--- config.mk ---
export PLATFORM = sky130hd
export DESIGN_NAME = multicycle_stage_sequencer_flat
export DESIGN_NICKNAME = d
export VERILOG_FILES = /design/src/rtl/multicycle_stage_sequencer_pkg.sv /design/src/rtl/multicycle_stage_sequencer_if.sv /design/src/rtl/multicycle_stage_sequencer_pc_register.sv /design/src/rtl/multicycle_stage_sequencer.sv /design/src/flat_wrapper.sv
export SDC_FILE = /design/constraint.sdc
export NUM_CORES = 1
export LEC_CHECK = 0
export ABC_AREA = 0
export ABC_CLOCK_PERIOD_IN_PS = 9000
export CORE_MARGIN = 2
export CORE_UTILIZATION = 52
export CTS_BUF_LIST = sky130_fd_sc_hd__clkbuf_4
export CTS_CLUSTER_DIAMETER = 30
export CTS_CLUSTER_SIZE = 12
export DETAILED_ROUTE_END_ITERATION = 6
export PLACE_DENSITY_LB_ADDON = 0.08
export SYNTH_ARGS = -nofsm -noshare
export SYNTH_HDL_FRONTEND = slang
export SYNTH_SLANG_ARGS = --single-unit
--- constraint.sdc ---
create_clock -name clk -period 9 [get_ports clk]
set_clock_uncertainty 0.2 [all_clocks]
set_input_delay 0.9 -clock clk [delete_from_list [all_inputs] [get_ports clk]]
set_output_delay 0.9 -clock clk [all_outputs]
set_load 0.01 [all_outputs]
--- src/rtl/multicycle_stage_sequencer_pkg.sv ---
// Shared definitions for the multi-cycle stage sequencer.
// Holds the stage codes presented to the downstream memory controller, the instruction type
// codes produced by the decoder, and a helper that classifies memory instructions.
package multicycle_stage_sequencer_pkg;

  localparam int unsigned STAGE_WIDTH = 3;
  localparam int unsigned ITYPE_WIDTH = 5;

  typedef logic [STAGE_WIDTH-1:0] stage_t;
  typedef logic [ITYPE_WIDTH-1:0] itype_t;

  // Stage codes; 3'd6 and 3'd7 are unused and recover to FETCH.
  localparam stage_t STAGE_FETCH     = 3'd0;
  localparam stage_t STAGE_DECODE    = 3'd1;
  localparam stage_t STAGE_EXECUTE   = 3'd2;
  localparam stage_t STAGE_MEMORY    = 3'd3;
  localparam stage_t STAGE_WRITEBACK = 3'd4;
  localparam stage_t STAGE_HALTED    = 3'd5;

  // Decoder instruction type codes.
  localparam itype_t INSTR_ALU    = 5'h00;
  localparam itype_t INSTR_LOAD   = 5'h01;
  localparam itype_t INSTR_STORE  = 5'h02;
  localparam itype_t INSTR_BRANCH = 5'h03;
  localparam itype_t INSTR_HALT   = 5'h1F;

  function automatic logic is_mem_instr(itype_t t);
    return (t == INSTR_LOAD) || (t == INSTR_STORE);
  endfunction

endpackage

--- src/rtl/multicycle_stage_sequencer_if.sv ---
// Bus between the stage sequencer and its environment (memory controller, decoder, branch unit).
//   master : the sequencer; drives stage, PC_value, instruction_reg, retire, halted,
//            retired_count; receives stall, read_data_0, current_instr_type, branch_*.
//   slave  : the environment side of the same signals.
interface multicycle_stage_sequencer_if;
  import multicycle_stage_sequencer_pkg::*;

  logic        stall;
  logic [31:0] read_data_0;
  itype_t      current_instr_type;
  logic        branch_taken;
  logic [31:0] branch_target;

  stage_t      stage;
  logic [31:0] PC_value;
  logic [31:0] instruction_reg;
  logic        retire;
  logic        halted;
  logic [31:0] retired_count;

  modport master (
    input  stall, read_data_0, current_instr_type, branch_taken, branch_target,
    output stage, PC_value, instruction_reg, retire, halted, retired_count
  );

  modport slave (
    output stall, read_data_0, current_instr_type, branch_taken, branch_target,
    input  stage, PC_value, instruction_reg, retire, halted, retired_count
  );

endinterface

--- src/rtl/multicycle_stage_sequencer_pc_register.sv ---
// Program counter register.
//   clk, rst  : clock and asynchronous active-high reset (loads RESET_PC).
//   en_i      : advance the PC this cycle (one cycle per retired instruction).
//   branch_i  : when advancing, take target_i instead of the sequential step.
//   target_i  : branch destination.
//   pc_o      : current PC.
module multicycle_stage_sequencer_pc_register #(
  parameter logic [31:0] RESET_PC = 32'h0000_0000,
  parameter logic [31:0] PC_STEP  = 32'd4
) (
  input  logic        clk,
  input  logic        rst,
  input  logic        en_i,
  input  logic        branch_i,
  input  logic [31:0] target_i,
  output logic [31:0] pc_o
);

  logic [31:0] pc_q, pc_d;

  // Sequential step wraps modulo 2^32.
  always_comb begin
    pc_d = pc_q;
    if (en_i) begin
      pc_d = branch_i ? target_i : pc_q + PC_STEP;
    end
  end

  always_ff @(posedge clk or posedge rst) begin
    if (rst) begin
      pc_q <= RESET_PC;
    end else begin
      pc_q <= pc_d;
    end
  end

  assign pc_o = pc_q;

endmodule

--- src/rtl/multicycle_stage_sequencer.sv ---
// Multi-cycle CPU control stage. Steps FETCH -> DECODE -> EXECUTE -> [MEMORY] -> WRITEBACK,
// holding FETCH and MEMORY for MEM_LATENCY cycles, and parks in HALTED on a halt instruction.
//   clk, rst : clock and asynchronous active-high reset.
//   bus      : master side of multicycle_stage_sequencer_if (see that file for signals).
// All outputs are registers; stage is the state register itself. retire, retired_count and
// the new PC all become visible together, right after the non-stalled WRITEBACK edge.
module multicycle_stage_sequencer
  import multicycle_stage_sequencer_pkg::*;
#(
  parameter logic [31:0] RESET_PC    = 32'h0000_0000,
  parameter int unsigned MEM_LATENCY = 1,
  parameter logic [31:0] PC_STEP     = 32'd4
) (
  input logic                          clk,
  input logic                          rst,
  multicycle_stage_sequencer_if.master bus
);

  // Counter value on the final cycle of a FETCH or MEMORY wait.
  localparam logic [2:0] LastWait = 3'(MEM_LATENCY - 1);

  stage_t      stage_q, stage_d;
  logic [2:0]  wait_q, wait_d;
  logic [31:0] ir_q, ir_d;
  logic [31:0] count_q, count_d;
  logic        retire_q, retire_d;
  logic        halted_q, halted_d;
  logic        pc_en;
  logic        advance;

  assign advance = ~bus.stall;

  always_comb begin
    stage_d  = stage_q;
    wait_d   = wait_q;
    ir_d     = ir_q;
    count_d  = count_q;
    retire_d = 1'b0;
    halted_d = halted_q;
    pc_en    = 1'b0;
    case (stage_q)
      STAGE_FETCH: begin
        if (advance) begin
          if (wait_q == LastWait) begin
            ir_d    = bus.read_data_0;
            wait_d  = 3'd0;
            stage_d = STAGE_DECODE;
          end else begin
            wait_d = wait_q + 3'd1;
          end
        end
      end
      STAGE_DECODE: begin
        if (advance) begin
          if (bus.current_instr_type == INSTR_HALT) begin
            stage_d  = STAGE_HALTED;
            halted_d = 1'b1;
          end else begin
            stage_d = STAGE_EXECUTE;
          end
        end
      end
      STAGE_EXECUTE: begin
        if (advance) begin
          wait_d  = 3'd0;
          stage_d = is_mem_instr(bus.current_instr_type) ? STAGE_MEMORY : STAGE_WRITEBACK;
        end
      end
      STAGE_MEMORY: begin
        if (advance) begin
          if (wait_q == LastWait) begin
            wait_d  = 3'd0;
            stage_d = STAGE_WRITEBACK;
          end else begin
            wait_d = wait_q + 3'd1;
          end
        end
      end
      STAGE_WRITEBACK: begin
        if (advance) begin
          pc_en    = 1'b1;
          retire_d = 1'b1;
          count_d  = count_q + 32'd1;
          wait_d   = 3'd0;
          stage_d  = STAGE_FETCH;
        end
      end
      STAGE_HALTED: begin
        // Absorbing; only reset leaves.
      end
      default: begin
        // Corrupted encoding: restart the fetch cycle cleanly, regardless of stall.
        stage_d  = STAGE_FETCH;
        wait_d   = 3'd0;
        halted_d = 1'b0;
      end
    endcase
  end

  always_ff @(posedge clk or posedge rst) begin
    if (rst) begin
      stage_q  <= STAGE_FETCH;
      wait_q   <= 3'd0;
      ir_q     <= 32'd0;
      count_q  <= 32'd0;
      retire_q <= 1'b0;
      halted_q <= 1'b0;
    end else begin
      stage_q  <= stage_d;
      wait_q   <= wait_d;
      ir_q     <= ir_d;
      count_q  <= count_d;
      retire_q <= retire_d;
      halted_q <= halted_d;
    end
  end

  multicycle_stage_sequencer_pc_register #(
    .RESET_PC (RESET_PC),
    .PC_STEP  (PC_STEP)
  ) u_pc_register (
    .clk      (clk),
    .rst      (rst),
    .en_i     (pc_en),
    .branch_i (bus.branch_taken),
    .target_i (bus.branch_target),
    .pc_o     (bus.PC_value)
  );

  assign bus.stage           = stage_q;
  assign bus.instruction_reg = ir_q;
  assign bus.retired_count   = count_q;
  assign bus.retire          = retire_q;
  assign bus.halted          = halted_q;

endmodule

--- src/flat_wrapper.sv ---
// flat-port wrapper written by rule: the top's interface ports become plain ports
module multicycle_stage_sequencer_flat import multicycle_stage_sequencer_pkg::*;
#(
  parameter logic [31:0] RESET_PC    = 32'h0000_0000,
  parameter int unsigned MEM_LATENCY = 1,
  parameter logic [31:0] PC_STEP     = 32'd4
)
  (clk, rst, bus_stall, bus_read_data_0, bus_current_instr_type, bus_branch_taken, bus_branch_target, bus_stage, bus_PC_value, bus_instruction_reg, bus_retire, bus_halted, bus_retired_count);
  multicycle_stage_sequencer_if bus_i ();
  input logic clk;
  input logic rst;
  input wire logic [$bits(bus_i.stall)-1:0] bus_stall;
  input wire logic [$bits(bus_i.read_data_0)-1:0] bus_read_data_0;
  input wire logic [$bits(bus_i.current_instr_type)-1:0] bus_current_instr_type;
  input wire logic [$bits(bus_i.branch_taken)-1:0] bus_branch_taken;
  input wire logic [$bits(bus_i.branch_target)-1:0] bus_branch_target;
  output wire logic [$bits(bus_i.stage)-1:0] bus_stage;
  output wire logic [$bits(bus_i.PC_value)-1:0] bus_PC_value;
  output wire logic [$bits(bus_i.instruction_reg)-1:0] bus_instruction_reg;
  output wire logic [$bits(bus_i.retire)-1:0] bus_retire;
  output wire logic [$bits(bus_i.halted)-1:0] bus_halted;
  output wire logic [$bits(bus_i.retired_count)-1:0] bus_retired_count;
  assign bus_i.stall = bus_stall;
  assign bus_i.read_data_0 = bus_read_data_0;
  assign bus_i.current_instr_type = bus_current_instr_type;
  assign bus_i.branch_taken = bus_branch_taken;
  assign bus_i.branch_target = bus_branch_target;
  assign bus_stage = bus_i.stage;
  assign bus_PC_value = bus_i.PC_value;
  assign bus_instruction_reg = bus_i.instruction_reg;
  assign bus_retire = bus_i.retire;
  assign bus_halted = bus_i.halted;
  assign bus_retired_count = bus_i.retired_count;
  multicycle_stage_sequencer #(.RESET_PC(RESET_PC), .MEM_LATENCY(MEM_LATENCY), .PC_STEP(PC_STEP)) u_core (.clk(clk), .rst(rst), .bus(bus_i));
endmodule
==> impl_metrics.csv, run 1 <==
group,metric,value,unit
detailed_routing,route.detailed.drc,0,
global_route,gr-usage-all-layers,25.46,%
cells_and_area,drive_gt1_share,9.339,%
floorplan,dieWidth,105.8,um
setup_path,critical_path_arrival,3790,ps
detailed_routing,routed_wl,14.03,mm
cts,cts_buffer_depth,2,
place,gp_congestion,0.8696,
hold_path,hold_start,"u_core.bus.retired_count[31]",
sta,timing.final.crit_share,39.98,%
sta,timing.fmax,0.2779,GHz
synth,synth-edff-count,0,
setup_path,crit_fanout,48,
cells_and_area,diodes,0,
sta,hold_violations,0,
global_route,grt_util_met2,41.24,%
global_route,first_global_vias,4683,
synth,synth_area,0.005390,mm2
cts,cts-resized-gates,0,
detailed_routing,first_pass_iters,5,
global_route,use_met1,34.81,%
sta,tightest_slew,1282,ps
synth,synthDistinctLibCells,57,
synth,synth_largest_area_cell,"dfrtp_1",
sta,setup_slack,5402,ps
floorplan,die_area,0.01120,mm2
floorplan,initial_core_util,52.92,%
global_route,antenna_found_initial,0,
synth,synth_common_cells,"dfrtp_1, nand2_1, mux2_2, o21ai_0, nor3_1",
cts,clk_latency,450,ps
synth,synth_ff_type,"dfrtp_1",
setup_path,critPathLaunch,"bus_stall",
floorplan,rows,37,
cts,cts_sinks,104,
place,dp_slack,4952,ps
cells_and_area,nNetsFinal,768,
setup_path,slowest_stage,"or4b_4",
cts,path_clk_slew,160,ps
setup_path,crit_chain,"clkdlybuf4s50_1 -> or4b_4 -> inv_2 -> nand2_1 -> nor3_1 -> xor2_1",
run_status,status,"completed",
setup_path,slowest_delay,820,ps
detailed_routing,postRouteAntennaNets,0,
cts,post_cts.repair.setup_buffers,0,
place,port-buffer-count,173,
detailed_routing,detail_route.iter0.violations,179,
power,ir_worst_vdd,0.1423,mV
synth,yosys_warnings,0,
global_route,grt_pass1_wl,23.01,mm
sta,relSlewSlack,13.85,%
cells_and_area,finalInstanceArea,0.007323,mm2
cts,postCtsHoldBufs,0,
cts,htree_levels,3,
cts,cts-root-buf,"clkbuf_4",
sta,period_minus_slack,3598,ps
sta,tns,0,ps
detailed_routing,num_vias,4816,
global_route,use_met3,4.205,%
global_route,grt-ovfl-total,0,
synth,yosysMostFrequentCell,"dfrtp_1",
synth,yosysSeqAreaShare,48.28,%
place,dpl_cell_area,0.007164,mm2
run,drv_cap,0,
floorplan,core-area,0.01018,mm2
global_route,busiest_layer,"met2",
power,p_per_area,230.3,mW/mm2
sta,setup_viol_count_final,0,
synth,synth_nets,616,
synth,synthTopCellsByArea,"dfrtp_1, mux2_2, o21ai_0, xnor2_1, nor3_1",
synth,synth_top_area_share,48.28,%
setup_path,start_kind,"input pin",
sta,slew_violations,0,
setup_path,r2r_start,"u_core.bus.stage[1]",
power,leakage,2.987,nW
setup_path,cp-end-kind,"flip-flop",
synth,netlist_instances,539,
floorplan,dieHeight,105.8,um
synth,synth-seq-cells,104,
hold_path,hold_class,"flip-flop to flip-flop",
cells_and_area,syn2layout_area_growth,35.86,%
synth,async_flop_share,100.0,%
setup_path,critical_path_class,"input pin to flip-flop",
sta,rsz0062_at_grt,"false",
floorplan,ios,174,
synth,avgSynthCellArea,10.00,um2
cts,numCtsBuffers,9,
detailed_routing,viasPerCell,5.788,
place,dp_hpwl,9.904,mm
global_route,grt_start_max_net_pins,81,
cts,cts_tree,"done",
setup_path,cp.required,9190,ps
detailed_routing,wl_per_cell,16.87,um
## layout by cell type (no fill, tap or decap), types with 18 or more instances in the layout
master	Yosys	final
nand2_1	37	37
nand3_1	28	28
mux2_2	34	34
o21ai_0	34	34
inv_1	19	18
nor3_1	33	33
dfrtp_1	104	104
nor2_1	22	22
a21oi_1	18	18
clkdlybuf4s50_1	0	172
xnor2_1	19	19
## logic make-up (layout without fill, tap and decap cells)
logic type / Yosys count / count (layout) / share of synthesized area, %
AOI/OAI and AO/OA: 95 / 95 / 11.24
xor gates and xnor gates: 33 / 33 / 5.362
adders and majority gates: 4 / 4 / 0.9285
buffers and inverters: 55 / 212 / 4.248
DFF: 104 / 104 / 48.28
muxes: 37 / 37 / 7.660
and+or+nand+nor: 211 / 211 / 22.28
## routing by layer
layer  part of all wire, %  wire length (um)
met2                    49              6851
met4                   1.6               224
met1                    44              6184
met5                     0                 0
met3                   5.5               773
## report_power, final
| part | switching (W) | leakage (nW) | internal [W] |
|---|---|---|---|
| combinational | 0.000282 | 1.62 | 0.000398 |
| clock | 0.000150 | 0.0817 | 0.000115 |
| sequential | 0.000145 | 1.28 | 0.000597 |
| total | 0.000577 | 2.99 | 0.00111 |
## layout make-up
cell class	instances	area, um2
Inverter	20	77.57
Sequential cell	104	2603
Multi-Input combinational cell	380	2565
Tap cell	136	170.2
Clock buffer	10	75.07
Timing Repair Buffer	176	1749
Fill cell	780	2861
Clock inverter	6	83.83
## worst paths after layout
path                                                       end  slack (ps)  cells after the start
max in group asynchronous       u_core.bus.instruction_reg[20]        6780                      3
worst min register to register    u_core.bus.retired_count[31]         280                      1
worst max register to register    u_core.bus.retired_count[18]        5870                      5
worst max-delay path              u_core.bus.retired_count[18]        5400                      6
min in group asynchronous       u_core.bus.instruction_reg[29]         670                      2
worst min-delay path              u_core.bus.retired_count[31]         280                      1
## per-stage QoR
stage | hold WS (ps) | std cells | util (%) | total power, W
6_report | 284.2 | 832 | 71.90 | 0.001687
5_1_grt | 324.6 | 832 | 71.90 | 0.001794
4_1_cts | 290.6 | 832 | 71.90 | 0.001698
3_5_place_dp | 269.8 | 816 | 70.34 | 0.001433
3_3_place_gp | 258.2 | 816 | 70.34 | 0.001407
2_1_floorplan | 266.5 | 539 | - | 0.001061
## critical path: cells and delay by family
family                    cells  cell delay [ps]
and+or+nand+nor               3             1450
buffers and inverters         2             1210
xor gates and xnor gates      1              180
No activity file was read; power rests on OpenSTA's default activity.
==> run 2: changes to the inputs <==
- ABC_CLOCK_PERIOD_IN_PS: 9000 -> 3500
- CORE_UTILIZATION: 52 -> 48
- clock period: 9 -> 3.5 ns (I/O delays scaled with it)
==> run 2 against run 1 <==
Effect of this change:
- via count down 1.0%
- utilization down 4.5 points
- sequential share of layout area down 0.079 points
- sequential cell count unchanged
- worst hold slack worse by 130 ps
- cell count up 0.84%
- die area up 8.0%
- first-iteration DRC count up 41%
- global-route usage down 2.7 points
- count of clock-buffer cells in the layout unchanged
- setup slack worse by 4400 ps
- largest cell class unchanged
==> impl_metrics.csv, run 2 (synthesized netlist as in run 1, its figures left out) <==
group,metric,value,unit
cts,numCtsBuffers,9,
sta,hold_violations,0,
sta,period_minus_slack,2514,ps
global_route,antenna_found_initial,0,
place,dp_slack,649.3,ps
setup_path,crit_fanout,14,
sta,setup_slack,986.0,ps
floorplan,core-area,0.01089,mm2
floorplan,ios,174,
global_route,grt_start_max_net_pins,80,
global_route,grt-ovfl-total,0,
detailed_routing,route.detailed.drc,0,
power,power.share.sequential,44.6,%
power,p_sw_share,34.62,%
setup_path,cp-end-kind,"flip-flop",
cells_and_area,syn2layout_area_growth,36.17,%
cells_and_area,nNetsFinal,771,
sta,tns,0,ps
detailed_routing,postRouteAntennaNets,0,
cells_and_area,drive_gt1_share,9.728,%
sta,setup_viol_count_final,0,
detailed_routing,viasPerCell,5.682,
cells_and_area,layout_common_cells,"clkdlybuf4s50_1, dfrtp_1, nand2_1",
global_route,use_met3,4.056,%
setup_path,start_kind,"flip-flop",
detailed_routing,first_pass_iters,5,
sta,timing.final.crit_share,71.83,%
power,intPower,0.002788,W
global_route,gr-usage-all-layers,22.73,%
cts,cts_sinks,104,
global_route,first_global_vias,4349,
sta,slew_violations,0,
cells_and_area,fill_cells,891,
floorplan,die_area,0.01209,mm2
detailed_routing,num_vias,4767,
power,p_per_area,581.0,mW/mm2
cells_and_area,diodes,0,
floorplan,initial_core_util,49.51,%
floorplan,rows,38,
cts,cts_tree,"done",
place,gp_congestion,0.9056,
floorplan,dieWidth,110.0,um
cts,postCtsHoldBufs,0,
cells_and_area,multi_input_area,0.002565,mm2
cts,cts-resized-gates,0,
hold_path,hold_class,"input pin to async pin",
setup_path,rr_worst_depth,4,
global_route,use_met1,31.36,%
sta,tightest_slew,916.8,ps
place,dp_hpwl,10.04,mm
power,switchingPower,0.001476,W
sta,relSlewSlack,38.37,%
power,leakage,3.000,nW
global_route,grt_util_met2,36.20,%
cts,cts_buffer_depth,2,
setup_path,critical_path_arrival,2690,ps
detailed_routing,wl_per_cell,16.57,um
power,ir_worst_vdd,0.3595,mV
setup_path,critical_path_class,"flip-flop to flip-flop",
floorplan,dieHeight,110.0,um
global_route,grt_pass1_wl,21.51,mm
cells_and_area,area.sequential,0.002603,mm2
cells_and_area,layout_commonest_cell,"clkdlybuf4s50_1",
cts,clk_latency,440,ps
place,port-buffer-count,173,
global_route,busiest_layer,"met2",
detailed_routing,detail_route.iter0.violations,252,
sta,rsz0062_at_grt,"false",
detailed_routing,routed_wl,13.90,mm
cts,htree_levels,3,
sta,timing.fmax,0.3978,GHz
cts,path_clk_slew,150,ps
cts,post_cts.repair.setup_buffers,0,
power,clockPowerShare,14.3,%
run_status,status,"completed",
run,drv_cap,0,
setup_path,cp.required,3680,ps
power,p_comb_share,41.1,%
cts,cts-root-buf,"clkbuf_4",
[run 2: final timing paths]
kind / from / to / slack [ps]
setup / recovery: u_core.bus.stage[0] / u_core.bus.retired_count[28] / 990
hold / removal: rst / u_core.bus.instruction_reg[30] / 150
setup reg to reg: u_core.bus.stage[0] / u_core.bus.retired_count[28] / 990
hold reg to reg: u_core.bus.retired_count[31] / u_core.bus.retired_count[31] / 290
max in group asynchronous: rst / u_core.bus.instruction_reg[16] / 2220
min in group clk: bus_branch_target[2] / u_core.u_pc_register.pc_o[2] / 260
[run 2: power by group through the flow]
stage	Clock, W	Combinational [W]	Sequential [W]
finish	0.000610	0.00175	0.00190
global route	0.000677	0.00191	0.00196
CTS	0.000634	0.00177	0.00190
detailed placement	0	0.00176	0.00193
global placement	0	0.00172	0.00190
floorplan	0	0.000766	0.00196
[run 2: routing by layer]
metal  vias to the layer above  routed length (um)  part of all wire, %
li1                       2280                   -                    -
met1                      2269                6100                   44
met2                       202                6467                   47
met3                        16                1139                  8.2
met4                         0                 192                  1.4
met5                         -                   0                    0
[run 2: metrics by stage]
stage / utilization, % / power [W] / cell area (um2) / instances / hold WS (ps)
2_1_floorplan: - / 0.002729 / 5390 / 539 / 266.5
5_1_grt: 67.41 / 0.004550 / 7340 / 839 / 182.2
3_5_place_dp: 66.17 / 0.003688 / 7204 / 823 / 273.5
6_report: 67.41 / 0.004264 / 7340 / 839 / 149.2
3_3_place_gp: 66.17 / 0.003621 / 7204 / 823 / 264.0
4_1_cts: 67.41 / 0.004303 / 7340 / 839 / 147.0
[run 2: critical path, stage by stage, from the launching register on]
cell     delay, ps
dfrtp_1        570
or4b_4         660
or4_4          540
nor4_1         320
xor2_1         170
[run 2: area by class of cell]
type,instances,share of cell area (%)
Timing Repair Buffer,179,24.31
Inverter,20,1.057
Tap cell,140,2.387
Clock buffer,10,1.023
Clock inverter,6,0.8183
Sequential cell,104,35.46
Multi-Input combinational cell,380,34.95
